<file path="src/rtl/gearbox_32_66.sv">
// gearbox_32_66: packs 32-bit serial-side words into 66-bit blocks and hunts for
// 64b/66b block lock by slipping one bit per bad sync header while unlocked.
module gearbox_32_66 #(
  parameter int LOCK_GOOD = 64,
  parameter int WINDOW    = 64,
  parameter int SLIP_BAD  = 16
) (
  input  logic        clk,
  input  logic        arst,
  input  logic [31:0] din,
  input  logic        din_valid,
  output logic        din_ready,
  output logic [65:0] dout,
  output logic        dout_valid,
  input  logic        dout_ready,
  output logic        locked
);
  localparam int GW = $clog2(LOCK_GOOD + 1);
  localparam int WW = $clog2(WINDOW + 1);
  localparam int BW = $clog2(SLIP_BAD + 1);
  localparam logic [GW-1:0] G_MAX = GW'(LOCK_GOOD);
  localparam logic [WW-1:0] W_MAX = WW'(WINDOW);
  localparam logic [BW-1:0] B_MAX = BW'(SLIP_BAD);
  typedef enum logic {UNLOCKED, LOCKED} state_t;
  state_t          state_q, state_d;
  logic [96:0]     buf_q, buf_d, ins;
  logic [6:0]      fill_q, fill_d, shift, pos;
  logic            slip_q, slip_d;
  logic [GW-1:0]   good_q, good_d;
  logic [WW-1:0]   win_q, win_d;
  logic [BW-1:0]   bad_q, bad_d;
  logic            push, pop, slip, hdr_good;
  assign dout       = buf_q[65:0];
  assign dout_valid = (fill_q >= 7'd66) && !slip_q;
  assign din_ready  = !arst && ((fill_q < 7'd66) || (dout_valid && dout_ready));
  assign locked     = (state_q == LOCKED);
  assign push       = din_valid && din_ready;
  assign pop        = dout_valid && dout_ready;
  assign slip       = slip_q && (fill_q != 7'd0);
  assign hdr_good   = buf_q[0] ^ buf_q[1];
  // Bits above fill are kept zero, so a new word can simply be OR'ed in.
  always_comb begin
    shift  = pop ? 7'd66 : {6'b0, slip};
    pos    = fill_q - shift;
    ins    = {65'b0, din} << pos;
    buf_d  = (buf_q >> shift) | (push ? ins : 97'b0);
    fill_d = fill_q - shift + (push ? 7'd32 : 7'd0);
  end
  always_comb begin
    state_d = state_q;
    good_d  = good_q;
    win_d   = win_q;
    bad_d   = bad_q;
    slip_d  = slip_q && !slip;
    if (pop && state_q == UNLOCKED) begin
      good_d = hdr_good ? ((good_q == G_MAX) ? good_q : good_q + 1'b1) : '0;
      slip_d = !hdr_good;
      if (hdr_good && good_d == G_MAX) begin
        state_d = LOCKED;
        win_d   = '0;
        bad_d   = '0;
      end
    end else if (pop) begin
      win_d = (win_q == W_MAX) ? win_q : win_q + 1'b1;
      bad_d = (hdr_good || bad_q == B_MAX) ? bad_q : bad_q + 1'b1;
      if (bad_d == B_MAX) begin
        state_d = UNLOCKED;
        good_d  = '0;
        slip_d  = 1'b1;
      end else if (win_d == W_MAX) begin
        win_d = '0;
        bad_d = '0;
      end
    end
  end
  always_ff @(posedge clk) begin
    if (arst) begin
      state_q <= UNLOCKED;
      buf_q   <= '0;
      fill_q  <= '0;
      slip_q  <= 1'b0;
      good_q  <= '0;
      win_q   <= '0;
      bad_q   <= '0;
    end else begin
      state_q <= state_d;
      buf_q   <= buf_d;
      fill_q  <= fill_d;
      slip_q  <= slip_d;
      good_q  <= good_d;
      win_q   <= win_d;
      bad_q   <= bad_d;
    end
  end
endmodule

</file>
<file path="config.mk">
export PLATFORM = sky130hd
export DESIGN_NAME = gearbox_32_66
export DESIGN_NICKNAME = d
export VERILOG_FILES = /design/src/rtl/gearbox_32_66.sv
export SDC_FILE = /design/constraint.sdc
export NUM_CORES = 1
export LEC_CHECK = 0
export ABC_AREA = 1
export CORE_MARGIN = 8
export CORE_UTILIZATION = 30
export CTS_CLUSTER_SIZE = 20
export DETAILED_ROUTE_END_ITERATION = 8
export RECOVER_POWER = 100
export SETUP_SLACK_MARGIN = 0.15
export SLEW_MARGIN = 10
export SYNTH_ARGS = -nofsm -noshare
export SYNTH_HDL_FRONTEND = slang
export SYNTH_SLANG_ARGS = --single-unit
</file>
<file path="constraint.sdc">
create_clock -name clk -period 7.7 [get_ports clk]
set_input_delay 1.155 -clock clk [delete_from_list [all_inputs] [get_ports clk]]
set_output_delay 1.155 -clock clk [all_outputs]
set_load 0.1 [all_outputs]
</file>
[Word level (Yosys, flattened, before mapping)]
Index checks and enable logic that the tools add are counted.
Cells by class
  $add $sub $neg: 5
  order comparisons: 2
  eq/ne operators: 7
  shifts and indexed selects: 2
  multiplexer cells: 27
  bitwise logic cells: 3
  reductions and logical operators: 20
Operators with widths (count)
  two-way mux 97 bit: 1
  OR 97 bit: 1
  << shifter 32 x 7 -> 97 bit: 1
  >> shifter 97 x 7 -> 97 bit: 1
  two-way mux 7 bit: 12
  two-way mux 5 bit: 6
  == test 7 bit (second input constant): 4
  adder 7 x 1 -> 7 bit (second input constant): 2
  == test 5 bit (second input constant): 2
  logical AND 1 bit: 8
  adder 7 x 6 -> 7 bit: 1
  greater-or-equal comparator 7 bit (second input constant): 1
  < comparator 7 bit (second input constant): 1
  two-way mux 1 bit: 7
  nonzero test 7 bit: 1
  subtractor 7 bit: 1
  two-way mux 6 bit: 1
  adder 5 x 1 -> 5 bit (second input constant): 1
  logical NOT 1 bit: 4
  AND reduction 2 bit: 2
  nonzero test 2 bit: 2
  AND reduction 3 bit: 1
  logical OR 1 bit: 2
  != test 2 x 1 -> 1 bit (second input constant): 1
  other kinds (2): 2
Word-level totals
  register bits: 125
  input bits: 36
  output and inout port bits: 69
  word-level logic and storage cells: 73

[Logic depth before layout (Yosys ltp)]
  word-level depth: 8
  mapped depth: 21
  mapped depth without buffers: 18

[Worst setup path after synthesis]
No wires, ideal clock.
  path type: register -> register
  from: register fill_q[3]
  to: register buf_q[83]
  library setup time: 0.070 ns
  data arrival time: 4.283 ns
  required time: 7.630 ns
  path slack: 3.347 ns
  stages on the path, launching flop included: 21
  buffers on the path: 4
  period minus slack after synthesis: 4.353 ns
  cells stage by stage: dfxtp_1 -> nor2_2 -> nand2_2 -> o21ai_2 -> nor2_2 -> nand2_2 -> inv_2 -> clkbuf_1 -> clkbuf_1 -> fa_1 -> inv_1 -> clkbuf_1 -> clkbuf_1 -> nand3_1 -> nand3_1 -> nand3_1 -> nand2_1 -> nand2_1 -> o21ai_0 -> nand2_1 -> a21oi_1
On the way
  longest elaborated chain between the ends: 8
  elaborated cells on any way between the ends: 15
  classes of those cells: 1 x add/sub; 2 x order compare; 2 x shift; 2 x mux; 1 x bitwise; 7 x reduce/logical
Ends and longest elaborated chain
  start, declared: line 27  | logic [6:0] fill_q, fill_d, shift, pos;
  start signal, assigned: line 88  | fill_q <= fill_d;
  greater-or-equal comparator 7 bit (*): line 34  | assign dout_valid = (fill_q >= 7'd66) && !slip_q;
  logical AND 1 bit (*): line 34
  named net dout_valid: line 14  | output logic dout_valid,
  logical AND 1 bit (*): line 35, 38
  two-way mux 7 bit or logical OR 1 bit (tied branches): line 43, 35
  subtractor 7 bit or logical AND 1 bit (tied branches): line 44, 35
  << shifter 32 x 7 -> 97 bit or logical AND 1 bit (tied branches): line 45, 37
  two-way mux 97 bit: line 46  | buf_d = (buf_q >> shift) | (push ? ins : 97'b0);
  OR 97 bit (*): line 46
  end signal, assigned: line 87  | buf_q <= buf_d;
  end, declared: line 26  | logic [96:0] buf_q, buf_d, ins;
Mark *: on every way through the listed nets, which the timed path passes. The rest lies on a longest branch.
A chain may end at the register's enable or synchronous reset.

[Worst setup path in the final report]
  from: register fill_q[3]
  to: register buf_q[26]
On the way
  longest elaborated chain between the ends: 8
  elaborated cells on any way between the ends: 15
  classes of those cells: 1 x add/sub; 2 x order compare; 2 x shift; 2 x mux; 1 x bitwise; 7 x reduce/logical
Ends and longest elaborated chain (line)
  greater-or-equal comparator 7 bit: 34
  logical AND 1 bit: 34
  logical AND 1 bit: 35, 38
  two-way mux 7 bit or logical OR 1 bit (tied branches): 43, 35
  subtractor 7 bit or logical AND 1 bit (tied branches): 44, 35
  << shifter 32 x 7 -> 97 bit or logical AND 1 bit (tied branches): 45, 37
  two-way mux 97 bit: 46
  OR 97 bit (*): 46
Every way passes the cells marked *; elsewhere a longest branch is shown, timed or not.

==> flow_results.xml <==
<?xml version="1.0" encoding="UTF-8"?>
<metrics>
  <group name="setup_path">
    <metric name="worst-path-max-fanout" unit="">32</metric>
    <metric name="timing.critical_path.cells" unit="">nor2_1 -&gt; nand2_1 -&gt; inv_1 -&gt; nand2_2 -&gt; nand3_1 -&gt; inv_1 -&gt; fa_1 -&gt; nand2_1 -&gt; xor2_1 -&gt; inv_2 -&gt; clkbuf_1 -&gt; nand3_1 -&gt; nand4_1 -&gt; a21oi_1</metric>
    <metric name="worst_r2r_endpoint" unit="">buf_q[26]</metric>
    <metric name="critPathBufInv" unit="">4</metric>
    <metric name="critPathCaptureType" unit="">flop</metric>
    <metric name="timing.reg2reg.setup_slack" unit="ns">1.68</metric>
    <metric name="cp_data_arrival_time" unit="ns">6.36</metric>
    <metric name="cpMaxStageDelayCell" unit="">xor2_1</metric>
    <metric name="crit-reg2reg-launch" unit="">fill_q[3]</metric>
    <metric name="crit_required" unit="ns">8.05</metric>
    <metric name="crit_family" unit="">simple AND/OR/NAND/NOR gates</metric>
    <metric name="critical_path.max_stage_delay" unit="ns">1.59</metric>
    <metric name="crit_path_start_kind" unit="">flop</metric>
    <metric name="startpoint_to_endpoint_class_of_the_critical_path" unit="">reg -&gt; reg</metric>
    <metric name="reg2regPathDepth" unit="">14</metric>
  </group>
  <group name="cts">
    <metric name="postCtsSetupBuffers" unit="">0</metric>
    <metric name="htree_num_levels" unit="">4</metric>
    <metric name="numClockSinks" unit="">125</metric>
    <metric name="cts_root_buffer" unit="">clkbuf_16</metric>
    <metric name="clk_pin_slew_worst_paths" unit="ns">0.07</metric>
    <metric name="cts_tree" unit="">built</metric>
    <metric name="post_cts_resize_count" unit="">0</metric>
    <metric name="worst_skew_pair.late_latency" unit="ns">0.43</metric>
    <metric name="cts-buffers-inserted" unit="">17</metric>
    <metric name="cts_buffer_depth" unit="">2</metric>
    <metric name="postCtsHoldBufs" unit="">0</metric>
  </group>
  <group name="flow_run">
    <metric name="maxCapViolCount" unit="">2</metric>
  </group>
  <group name="worst_hold_path">
    <metric name="timing.hold.worst.class" unit="">reg -&gt; reg</metric>
    <metric name="hold_start" unit="">win_q[6]</metric>
    <metric name="hold-path-endpoint" unit="">win_q[6]</metric>
    <metric name="min_path_cells" unit="">2</metric>
  </group>
  <group name="die">
    <metric name="floorplan.initialDensity" unit="">0.3037</metric>
    <metric name="fp.coreArea" unit="um^2">33450</metric>
    <metric name="core.rowCount" unit="">67</metric>
    <metric name="die-area" unit="um^2">40010</metric>
    <metric name="fp.dieH" unit="um">200.0</metric>
    <metric name="design.portCount" unit="">105</metric>
    <metric name="floorplan.die.width" unit="um">200.0</metric>
  </group>
  <group name="route">
    <metric name="avgViaCountPerCell" unit="">5.428</metric>
    <metric name="postRouteAntennaNets" unit="">0</metric>
    <metric name="detail_route.wirelength" unit="mm">41.17</metric>
    <metric name="drt_first_iter_violations" unit="">1267</metric>
    <metric name="route.vias.total" unit="">11550</metric>
    <metric name="drt_first_pass_iters" unit="">6</metric>
    <metric name="post_drt_wl_per_cell" unit="um">19.35</metric>
    <metric name="drcViolationCount" unit="">0</metric>
  </group>
  <group name="cells_and_area">
    <metric name="area_delta_synth_final" unit="%">13.26</metric>
    <metric name="finalNetCount" unit="">1711</metric>
    <metric name="fillers" unit="">3656</metric>
    <metric name="drive_gt1_frac" unit="">0.05360</metric>
    <metric name="diodes" unit="">0</metric>
    <metric name="layoutNonFillerInstCount" unit="">2127</metric>
  </group>
  <group name="yosys">
    <metric name="synth.yosys.seq_area_share" unit="">0.2463</metric>
    <metric name="netlist_area" unit="um^2">10160</metric>
    <metric name="yosys-top-cells-area" unit="">dfxtp_1, nand3_1, nand2_1</metric>
    <metric name="syn-mean-instance-area" unit="um^2">5.951</metric>
    <metric name="synthesis.yosys.warnings" unit="">0</metric>
    <metric name="synth_ff_type" unit="">dfxtp_1</metric>
    <metric name="number_of_instances_in_the_synthesized_netlist" unit="">1707</metric>
    <metric name="yosys_register_bits" unit="">125</metric>
    <metric name="synth_top_cell_area_share" unit="">0.2463</metric>
    <metric name="netlist-cell-type-count" unit="">42</metric>
    <metric name="cell_type_with_the_highest_aggregate_area_in_the_netlist" unit="">dfxtp_1</metric>
    <metric name="synth_enable_flop_cells" unit="">0</metric>
    <metric name="async_flop_share" unit="">0</metric>
    <metric name="syn_nets" unit="">1752</metric>
  </group>
  <group name="global_route">
    <metric name="overflow" unit="">0</metric>
    <metric name="first_pass_grt_wire_length" unit="mm">63.38</metric>
    <metric name="grt_max_degree" unit="">92</metric>
    <metric name="antenna_found_initial" unit="">2</metric>
    <metric name="vias_in_the_first_global_route" unit="">10770</metric>
    <metric name="grt.total_usage" unit="">0.2041</metric>
  </group>
  <group name="sta">
    <metric name="final.setup_skew" unit="ns">0.01601</metric>
    <metric name="count_of_final_setup_violators" unit="">0</metric>
    <metric name="fin_ws" unit="ns">1.685</metric>
    <metric name="peak_clock_frequency_supported_by_timing" unit="MHz">166.2</metric>
    <metric name="fin_crit_sh" unit="">0.7812</metric>
    <metric name="period_needed" unit="ns">6.015</metric>
    <metric name="final.setup.tns" unit="ns">0</metric>
    <metric name="final_max_slew_viol_count" unit="">68</metric>
    <metric name="grt_setup_unrepaired" unit="">false</metric>
    <metric name="worst_hold_slack" unit="ns">0.4717</metric>
    <metric name="worst_pin_slew" unit="ns">2.126</metric>
    <metric name="finalHoldViolCount" unit="">0</metric>
    <metric name="max_slew_margin" unit="">-0.4223</metric>
  </group>
  <group name="pwr">
    <metric name="pwr_density_cell" unit="nW/um^2">183.6</metric>
    <metric name="power_total" unit="mW">2.112</metric>
    <metric name="cellLeakagePower" unit="nW">4.992</metric>
    <metric name="ir_drop" unit="mV">0.1364</metric>
  </group>
  <group name="placed_design">
    <metric name="placed_cells" unit="">2095</metric>
    <metric name="routabilityCongestion" unit="">1.014</metric>
    <metric name="pre_cts_slack" unit="ns">2.934</metric>
    <metric name="place.port_buffers" unit="">104</metric>
    <metric name="detailed_place_hpwl" unit="mm">30.75</metric>
  </group>
  <group name="status">
    <metric name="run_status" unit="">complete, but fails checks</metric>
    <metric name="violations_in_the_final_reports" unit="">max-capacitance violations, max-slew violations</metric>
  </group>
</metrics>
## cell type report
class | count | area (um^2) | area share
Clock buffer | 18 | 429.2 | 0.03730
Tap cell | 448 | 560.5 | 0.04872
Clock inverter | 14 | 181.4 | 0.01577
Inverter | 103 | 386.6 | 0.03360
Timing Repair Buffer | 125 | 1185 | 0.1030
Sequential cell | 125 | 2502 | 0.2175
Multi-Input combinational cell | 1294 | 6261 | 0.5442
## through the flow
stage | instance area (um^2) | utilization
floorplan | 10160 | -
global placement | 10960 | 0.3276
detailed placement | 10960 | 0.3276
CTS | 11570 | 0.3459
global route | 11510 | 0.3440
finish | 11510 | 0.3440
## synth_stat cells, drive strengths merged (11+ instances only)
cell / count
nand2: 499
nand3: 379
a21oi: 146
dfxtp: 125
inv: 101
buf: 99
clkbuf: 86
o21ai: 75
nor2: 51
nand4: 32
o211ai: 31
or2: 19
xor2: 14
nor3: 11
## registers in the layout (all words and copies together), names as in the netlist
name and flops:
fill_q 7, good_q 7, bad_q 5, locked 1, win_q 7, slip_q 1
buf_q 97
## tightest hold or removal path, delay by kind of cell, from the launching register on
family          cells  cell delay [ns]
compound gates      1             0.05
simple gates        1             0.06
flops               1             0.31
## where the power goes
group / internal, mW / total, mW / switching [mW]
clock: 0.516 / 0.847 / 0.331
sequential: 0.676 / 0.701 / 0.0250
combinational: 0.136 / 0.564 / 0.428
## per-layer routing
layer / vias to the layer above / share of wire / GRT usage
met5: - / 0.00056 / 0
met3: 80 / 0.082 / 0.04711
met1: 5366 / 0.46 / 0.2824
li1: 5570 / - / -
met4: 4 / 0.041 / 0.08910
met2: 525 / 0.42 / 0.2981
## kinds of logic after synthesis
logic type | Yosys count | synth area share
AOI/OAI and AO/OA | 261 | 0.1399
xor gates and xnor gates | 19 | 0.01971
adders and majority gates | 9 | 0.01182
buffers and inverters | 288 | 0.1371
DFF | 125 | 0.2463
muxes | 9 | 0.008868
and+or+nand+nor | 996 | 0.4363
## how the worst max path moves through the flow
stage | startpoint | end | slack [ns] | cells after the start
finish | fill_q[3] | buf_q[26] | 1.68 | 14
global route | fill_q[3] | buf_q[26] | 1.44 | 14
CTS | dout_ready | din_ready | 2.99 | 8
detailed placement | dout_ready | buf_q[43] | 2.93 | 14
global placement | dout_ready | buf_q[43] | 2.89 | 14
floorplan | fill_q[3] | buf_q[83] | 3.35 | 20
## placed cells by master (no fill, tap or decap), drive strengths merged, types with 8 or more instances in the layout
master and n:
nor2 51, o211ai 31, nand4 32, nand3 379, ha 8, o21ai 75
buf 19, nor3 11, nand2 499, dfxtp 125, xor2 14, mux2i 9
inv 107, a21oi 146, or2 19, clkdlybuf4s50 33, clkbuf 21, dlygate4sd3 70
Note: power is estimated with default switching activity, not from simulation.
